<file path="src/rtl/uart_recv_bytes.sv">
// ----------------------------------------------------------------------------
// uart_recv_bytes
// Multi-byte UART receive assembler. It sits behind the byte-level UART
// receiver and collects BYTES_NUM consecutive bytes, MSB byte first, into one
// DATA_W-bit word. Each completed word is presented on bytes_dr together with
// a one-cycle bytes_done strobe.
//
// Optional feature macro: UART_RECV_BYTES_TIMEOUT_EN
//   defined   : an inter-byte timeout of TIMEOUT_CYC idle cycles drops a
//               partial word and pulses bytes_err for one cycle.
//   undefined : no timeout logic, bytes_err is tied low, and a partial word
//               waits indefinitely for its remaining bytes.
// ----------------------------------------------------------------------------
module uart_recv_bytes #(
  parameter int BYTES_NUM   = 4,
  parameter int DATA_W      = 32,
  parameter int TIMEOUT_CYC = 50000
) (
  input  logic              CLK_SYS,
  input  logic              CLK_RST,
  input  logic              uart_done,
  input  logic [7:0]        uart_data,
  output logic              bytes_busy,
  output logic              bytes_done,
  output logic [DATA_W-1:0] bytes_dr,
  output logic              bytes_err
);

  // Byte counter must be able to hold BYTES_NUM for the single DONE cycle.
  localparam int CNT_W = $clog2(BYTES_NUM + 1);
  localparam logic [CNT_W-1:0] CNT_LAST = CNT_W'(BYTES_NUM - 1);

  // Reject configurations the shift register and counters cannot represent.
  if ((DATA_W != BYTES_NUM * 8) || (BYTES_NUM < 2) || (BYTES_NUM > 8) ||
      (TIMEOUT_CYC < 2)) begin : g_bad_params
    $error("uart_recv_bytes: invalid parameter combination");
  end

  typedef enum logic [1:0] {
    IDLE = 2'd0,
    RECV = 2'd1,
    DONE = 2'd2
  } state_t;

  state_t             state;
  logic [CNT_W-1:0]   cnt;
  logic [DATA_W-1:0]  shift_reg;
  logic               done_d0;
  logic               done_d1;
  logic [7:0]         data_d0;
  logic               byte_flag;

  // A uart_done held high for many cycles still yields a single byte_flag.
  assign byte_flag = done_d0 & ~done_d1;

`ifdef UART_RECV_BYTES_TIMEOUT_EN
  localparam int TO_W = $clog2(TIMEOUT_CYC);
  localparam logic [TO_W-1:0] TO_LAST = TO_W'(TIMEOUT_CYC - 1);

  logic [TO_W-1:0] to_cnt;
  logic            to_expire;

  assign to_expire = (to_cnt == TO_LAST);

  // Inter-byte idle counter: runs only while a word is partially received.
  always_ff @(posedge CLK_SYS or negedge CLK_RST) begin
    if (!CLK_RST) begin
      to_cnt <= '0;
    end else if (byte_flag || (state != RECV)) begin
      to_cnt <= '0;
    end else if (!to_expire) begin
      to_cnt <= to_cnt + TO_W'(1);
    end
  end
`else
  assign bytes_err = 1'b0;
`endif

  // Synchronise the byte strobe and capture the byte alongside it.
  always_ff @(posedge CLK_SYS or negedge CLK_RST) begin
    if (!CLK_RST) begin
      done_d0 <= 1'b0;
      done_d1 <= 1'b0;
      data_d0 <= 8'h00;
    end else begin
      done_d0 <= uart_done;
      done_d1 <= done_d0;
      data_d0 <= uart_data;
    end
  end

  // Word assembly FSM with registered busy/done/err outputs.
  always_ff @(posedge CLK_SYS or negedge CLK_RST) begin
    if (!CLK_RST) begin
      state      <= IDLE;
      cnt        <= '0;
      shift_reg  <= '0;
      bytes_busy <= 1'b0;
      bytes_done <= 1'b0;
      bytes_dr   <= '0;
`ifdef UART_RECV_BYTES_TIMEOUT_EN
      bytes_err  <= 1'b0;
`endif
    end else begin
      bytes_done <= 1'b0;
`ifdef UART_RECV_BYTES_TIMEOUT_EN
      bytes_err  <= 1'b0;
`endif
      if (byte_flag) begin
        shift_reg <= {shift_reg[DATA_W-9:0], data_d0};
      end

      case (state)
        IDLE: begin
          if (byte_flag) begin
            state      <= RECV;
            cnt        <= CNT_W'(1);
            bytes_busy <= 1'b1;
          end
        end

        RECV: begin
          if (byte_flag) begin
            cnt <= cnt + CNT_W'(1);
            if (cnt == CNT_LAST) begin
              state <= DONE;
            end
          end
`ifdef UART_RECV_BYTES_TIMEOUT_EN
          else if (to_expire) begin
            state      <= IDLE;
            cnt        <= '0;
            bytes_busy <= 1'b0;
            bytes_err  <= 1'b1;
          end
`endif
        end

        DONE: begin
          // The completed word leaves here; a byte arriving now opens the
          // next word without being lost.
          bytes_dr   <= shift_reg;
          bytes_done <= 1'b1;
          if (byte_flag) begin
            state      <= RECV;
            cnt        <= CNT_W'(1);
            bytes_busy <= 1'b1;
          end else begin
            state      <= IDLE;
            cnt        <= '0;
            bytes_busy <= 1'b0;
          end
        end

        default: begin
          state      <= IDLE;
          cnt        <= '0;
          bytes_busy <= 1'b0;
        end
      endcase
    end
  end

endmodule

</file>
<file path="config.mk">
export PLATFORM = sky130hd
export DESIGN_NAME = uart_recv_bytes
export DESIGN_NICKNAME = d
export VERILOG_FILES = /design/src/rtl/uart_recv_bytes.sv
export SDC_FILE = /design/constraint.sdc
export NUM_CORES = 1
export LEC_CHECK = 0
export CAP_MARGIN = 20
export CORE_AREA = 4 4 82 84
export DETAILED_ROUTE_END_ITERATION = 8
export DIE_AREA = 0 0 86 88
export GPL_ROUTABILITY_DRIVEN = 1
export PLACE_DENSITY = 0.77
export SYNTH_ARGS = -nofsm -noshare
export SYNTH_HDL_FRONTEND = slang
export SYNTH_SLANG_ARGS = --single-unit
export TNS_END_PERCENT = 20
</file>
<file path="constraint.sdc">
create_clock -name CLK_SYS -period 1.9 [get_ports CLK_SYS]
set_clock_uncertainty 0.2 [all_clocks]
set_input_delay 0.475 -clock CLK_SYS [delete_from_list [all_inputs] [get_ports CLK_SYS]]
set_output_delay 0.475 -clock CLK_SYS [all_outputs]
set_load 0.05 [all_outputs]
</file>
==> flow_metrics.tcl, run 1 <==
set metrics [dict create \
    cp-end-kind "primary output" \
    ios 46 \
    synth_top_area_share_pct 65.1 \
    fp.dieW_um 86 \
    drc_errors 0 \
    viasPerCell 4.88 \
    start_util_pct 52.6 \
    worstSetupPathType "reg2out" \
    setup_violations 0 \
    yosysSeqAreaShare_pct 65.1 \
    clockBufferDepth 2 \
    cp_max_fo 2 \
    antenna_cells 0 \
    port_buffers 44 \
    antenna_found_initial 0 \
    synth_area_sq_um 3110 \
    synth_cell_types 20 \
    synth.area.top_cells "dfrtp_1 (65%), mux2_4 (14%), nand2_1 (12%)" \
    grt_setup_unrepaired "no" \
    peakVddDrop_mv 0.797 \
    cts_resized 0 \
    grt.overflow.total 0 \
    fmax_ghz 0.614 \
    ys_seq_elements 81 \
    core_sq_um 5920 \
    grt_pass1_vias 1862 \
    comb_power_share_pct 34.3 \
    leakage_nw 2.16 \
    routedWlPerCell_um 13.9 \
    switchingPower_w 0.00181 \
    clkPwrFrac_pct 22.1 \
    dr.pass1.iters 4 \
    clkTransAtPathRegs_ns 0.07 \
    hold_viol 0 \
    critical_path.cell_chain "buf_12" \
    synth_top_area_cell "dfrtp_1" \
    status "finished, final reports clean" \
    worst_setup_path_start_kind "register" \
    fin_tns_setup_ns 0 \
    routed_wl_um 5230 \
    drt_iter0_markers 131 \
    cts_setup_buffers 0 \
    multi_input_area_sq_um 965 \
    synthCells 245 \
    fin_cells 375 \
    max_stage_delay_ns 0.43 \
    htree_levels 3 \
    dieArea_sq_um 7570 \
    worst-path-buf-inv 1 \
    hold_buffers 1 \
    finalCriticalPeriod_ns 1.63 \
    slew_viol_final 0 \
    finalWorstSetupSlack_ns 0.270 \
    pre_cts_ws_ns 0.373 \
    gp_congestion 0.731 \
    min_path_type "reg2reg" \
    p_sw_share_pct 32.9 \
    clk_latency_ns 0.35 \
    maxCapViolations 0 \
    worstPathArrival_ns 0.95 \
    dpl.hpwl_um 3480 \
    grt_usage_pct 15.8 \
    placed_area_sq_um 3940 \
    cts_sinks 81 \
    place_inst 358 \
    syn_area_per_cell_sq_um 12.7 \
    seqPwrFrac_pct 43.6 \
    nNetsFinal 308 \
    drive_above_1_share_pct 30.0 \
    cp.required_ns 1.22 \
    grt_max_degree 82 \
    seq_area_sq_um 2030 \
    ant_nets 0 \
    ys_warn_count 0 \
    finalCritPeriodShare_pct 85.8 \
    p_int_w 0.00368 \
    rows 28 \
    slowest_stage "dfrtp_1" \
    fillers 396 \
    die_h_um 88 \
    cts_tree "done" \
    area_growth_pct 32.9 \
    grt_pass1_wl_um 8870 \
    path_delay_family "flip-flops" \
    cts_root_buf "clkbuf_8" \
    power.density_nw_per_um2 1330 \
    numCtsBuffers 9 \
    fin_area_sq_um 4140 \
    vias 1830 \
    synthesis.nets 258 \
]
-- per-stage QoR --
step	power [W]	hold slack, ns	util, %
floorplan	0.00333	-0.0206	-
global placement	0.00428	0.188	66.5
finish	0.00549	0.233	69.9
global route	0.00573	0.237	69.9
CTS	0.00555	0.227	69.9
detailed placement	0.00433	0.198	66.5
-- cell usage after synthesis --
library cell / n
nand3b_1: 1
mux2_2: 4
buf_2: 6
dfrtp_1: 81
o21ai_0: 2
buf_12: 3
nand2b_1: 3
inv_1: 3
mux2_4: 29
clkbuf_1: 2
buf_4: 1
buf_6: 1
nand2_1: 99
and4b_1: 1
a21oi_1: 3
nand3_1: 1
ha_1: 2
conb_1: 1
nor2b_1: 1
o22ai_1: 1
-- final timing paths --
check / from / endpoint / slack, ns / cells after the start
setup / recovery: bytes_dr[0]$_DFFE_PN0N_ / bytes_dr[0] / 0.27 / 1
hold / removal: done_d0$_DFF_PN0_ / done_d1$_DFF_PN0_ / 0.23 / 0
hold reg to reg: done_d0$_DFF_PN0_ / done_d1$_DFF_PN0_ / 0.23 / 0
setup reg to reg: state[0]$_DFFE_PN0P_ / bytes_dr[3]$_DFFE_PN0N_ / 0.37 / 3
max in group asynchronous: CLK_RST / shift_reg[26]$_DFFE_PN0P_ / 0.70 / 3
min in group asynchronous: CLK_RST / cnt[1]$_DFFE_PN0P_ / 0.48 / 3
-- power groups by stage --
stage          Clock (W)  Sequential, W  Combinational [W]
3_3_place_gp           0        0.00241            0.00186
6_report         0.00121        0.00239            0.00188
3_5_place_dp           0        0.00243            0.00190
2_1_floorplan          0        0.00287           0.000452
5_1_grt          0.00132        0.00244            0.00197
4_1_cts          0.00124        0.00240            0.00191
-- layout by cell type, fill, tap and decap left out, drive strengths merged --
master and n:
nand2 99, dfrtp 81, buf 42, mux2 33, clkbuf 13, clkdlybuf4s50 9
inv 3, a21oi 3, nand2b 3, o21ai 2, ha 2, clkinv 2
nor2b 1, nand3 1, o22ai 1, and4b 1, nand3b 1, conb 1
bufinv 1, dlygate4sd3 1
-- logic make-up after synthesis --
logic type / count (synthesis) / share of synthesized area, %
compound gates: 6 / 1.00
fa+ha+maj: 2 / 0.803
buf+inv: 16 / 4.10
flops: 81 / 65.1
mux: 33 / 15.4
other cells: 1 / 0.120
simple gates: 106 / 13.5
-- layout make-up --
class	count	share of cell area, %
Clock buffer	13	3.60
Clock inverter	3	0.967
Inverter	3	0.272
Multi-Input combinational cell	148	23.3
Sequential cell	81	49.0
Tap cell	75	2.27
Timing Repair Buffer	52	20.6
-- metal layers --
metal	global-route usage (%)	wire, um
met5	0	0
met4	9.50	137
met3	4.33	306
met2	24.0	2430
met1	20.4	2350
Power figures use the tool's default switching activity.
==> run 2: changes to the inputs <==
Settings changed: CORE_AREA 4 4 82 84 to 2 2 80 82, DIE_AREA 0 0 86 88 to 0 0 82 84.
==> flow_metrics.tcl, run 2 (same netlist as run 1, synthesis figures left out) <==
set metrics [dict create \
    worstSetupPathType "reg2out" \
    maxCapViolations 0 \
    status "finished, final reports clean" \
    drc_errors 0 \
    clkTransAtPathRegs_ns 0.08 \
    cts_setup_buffers 0 \
    fmax_ghz 0.612 \
    peakVddDrop_mv 1.09 \
    dpl.hpwl_um 3690 \
    placed_area_sq_um 3940 \
    cp_max_fo 2 \
    rows 29 \
    ant_nets 0 \
    grt_usage_pct 18.8 \
    min_path_type "reg2reg" \
    cts_tree "done" \
    seqPwrFrac_pct 43.4 \
    grt_pass1_vias 1886 \
    worstPathArrival_ns 0.96 \
    worst-path-buf-inv 1 \
    grtUsageMet2_pct 27.3 \
    area_growth_pct 33.2 \
    comb_power_share_pct 34.2 \
    gr-usage-met3_pct 3.25 \
    antenna_found_initial 0 \
    path_delay_family "flip-flops" \
    setup_violations 0 \
    fin_area_sq_um 4150 \
    fin_tns_setup_ns 0 \
    nNetsFinal 308 \
    finalCriticalPeriod_ns 1.63 \
    grt_max_degree 39 \
    drt_iter0_markers 131 \
    antenna_cells 0 \
    grt.overflow.total 0 \
    regToRegSetupSlack_ns 0.36 \
    final_cell_mix "nand2_1 (99), dfrtp_1 (81), buf_12 (35)" \
    hold_ws_ns 0.213 \
    grt_most_used_layer "met2" \
    ios 46 \
    routedWlPerCell_um 14.7 \
    cp-end-kind "primary output" \
    hold_buffers 1 \
    cts_resized 0 \
    power_w 0.00555 \
    switchingPower_w 0.00183 \
    routed_wl_um 5530 \
    numCtsBuffers 9 \
    p_sw_share_pct 33.1 \
    port_buffers 44 \
    clockBufferDepth 2 \
    cts_sinks 81 \
    finalCritPeriodShare_pct 86.0 \
    dieArea_sq_um 6890 \
    htree_levels 3 \
    grt_setup_unrepaired "no" \
    p_int_w 0.00371 \
    hold_viol 0 \
    die_h_um 84 \
    slowest_stage "dfrtp_1" \
    core_sq_um 6100 \
    max_stage_delay_ns 0.43 \
    gp_congestion 0.799 \
    start_util_pct 51.1 \
    clk_latency_ns 0.35 \
    final_common_cell "nand2_1" \
    met1_usage_pct 26.8 \
    vias 1840 \
    final_util_pct 68.0 \
    dr.pass1.iters 4 \
    fp.dieW_um 82 \
    viasPerCell 4.89 \
    cp.required_ns 1.22 \
    grt_pass1_wl_um 9510 \
    drive_above_1_share_pct 30.4 \
    clkPwrFrac_pct 22.3 \
    worst_setup_path_start_kind "register" \
    leakage_nw 2.16 \
    cts_root_buf "clkbuf_8" \
    critical_path.cell_chain "buf_12" \
    slew_viol_final 0 \
    power.density_nw_per_um2 1340 \
]
[run 2: changes by cell type in the layout (fill, tap and decap cells not counted), sizes merged]
cell	delta
clkbuf	-1
[run 2: routing by layer]
layer / part of all wire (%) / wire (um) / up-vias
li1: - / - / 875
met1: 43 / 2390 / 902
met2: 50 / 2780 / 53
met3: 3.7 / 206 / 10
met4: 2.7 / 147 / 0
met5: 0 / 0 / -
[run 2: path summary, 6_finish.rpt]
| path | start | endpoint | depth (start not counted) |
|---|---|---|---|
| min | done_d0$_DFF_PN0_ | done_d1$_DFF_PN0_ | 0 |
| max in group asynchronous | CLK_RST | shift_reg[7]$_DFFE_PN0P_ | 3 |
| max reg2reg | state[0]$_DFFE_PN0P_ | bytes_dr[10]$_DFFE_PN0N_ | 3 |
| max | bytes_dr[0]$_DFFE_PN0N_ | bytes_dr[0] | 1 |
| min reg2reg | done_d0$_DFF_PN0_ | done_d1$_DFF_PN0_ | 0 |
| min in group asynchronous | CLK_RST | done_d0$_DFF_PN0_ | 2 |
[run 2: area by class of cell]
type	instances	area, sq um
Multi-Input combinational cell	148	965
Inverter	3	11.3
Timing Repair Buffer	52	853
Tap cell	77	96.3
Clock buffer	12	155
Fill cell	410	1950
Sequential cell	81	2030
Clock inverter	3	40.0
[run 2: power by group through the flow]
| stage | registers [W] | logic [W] | clock network (W) |
|---|---|---|---|
| final | 0.00241 | 0.00190 | 0.00124 |
| after global routing | 0.00245 | 0.00200 | 0.00135 |
| after CTS | 0.00241 | 0.00192 | 0.00127 |
| after detailed placement | 0.00244 | 0.00191 | 0 |
| after global placement | 0.00242 | 0.00185 | 0 |
| after floorplan | 0.00287 | 0.000452 | 0 |
[run 2: stage by stage]
stage	std cells	setup WS [ns]
final	376	0.267
after global routing	376	0.241
after CTS	376	0.257
after detailed placement	360	0.377
after global placement	360	0.442
after floorplan	245	0.446
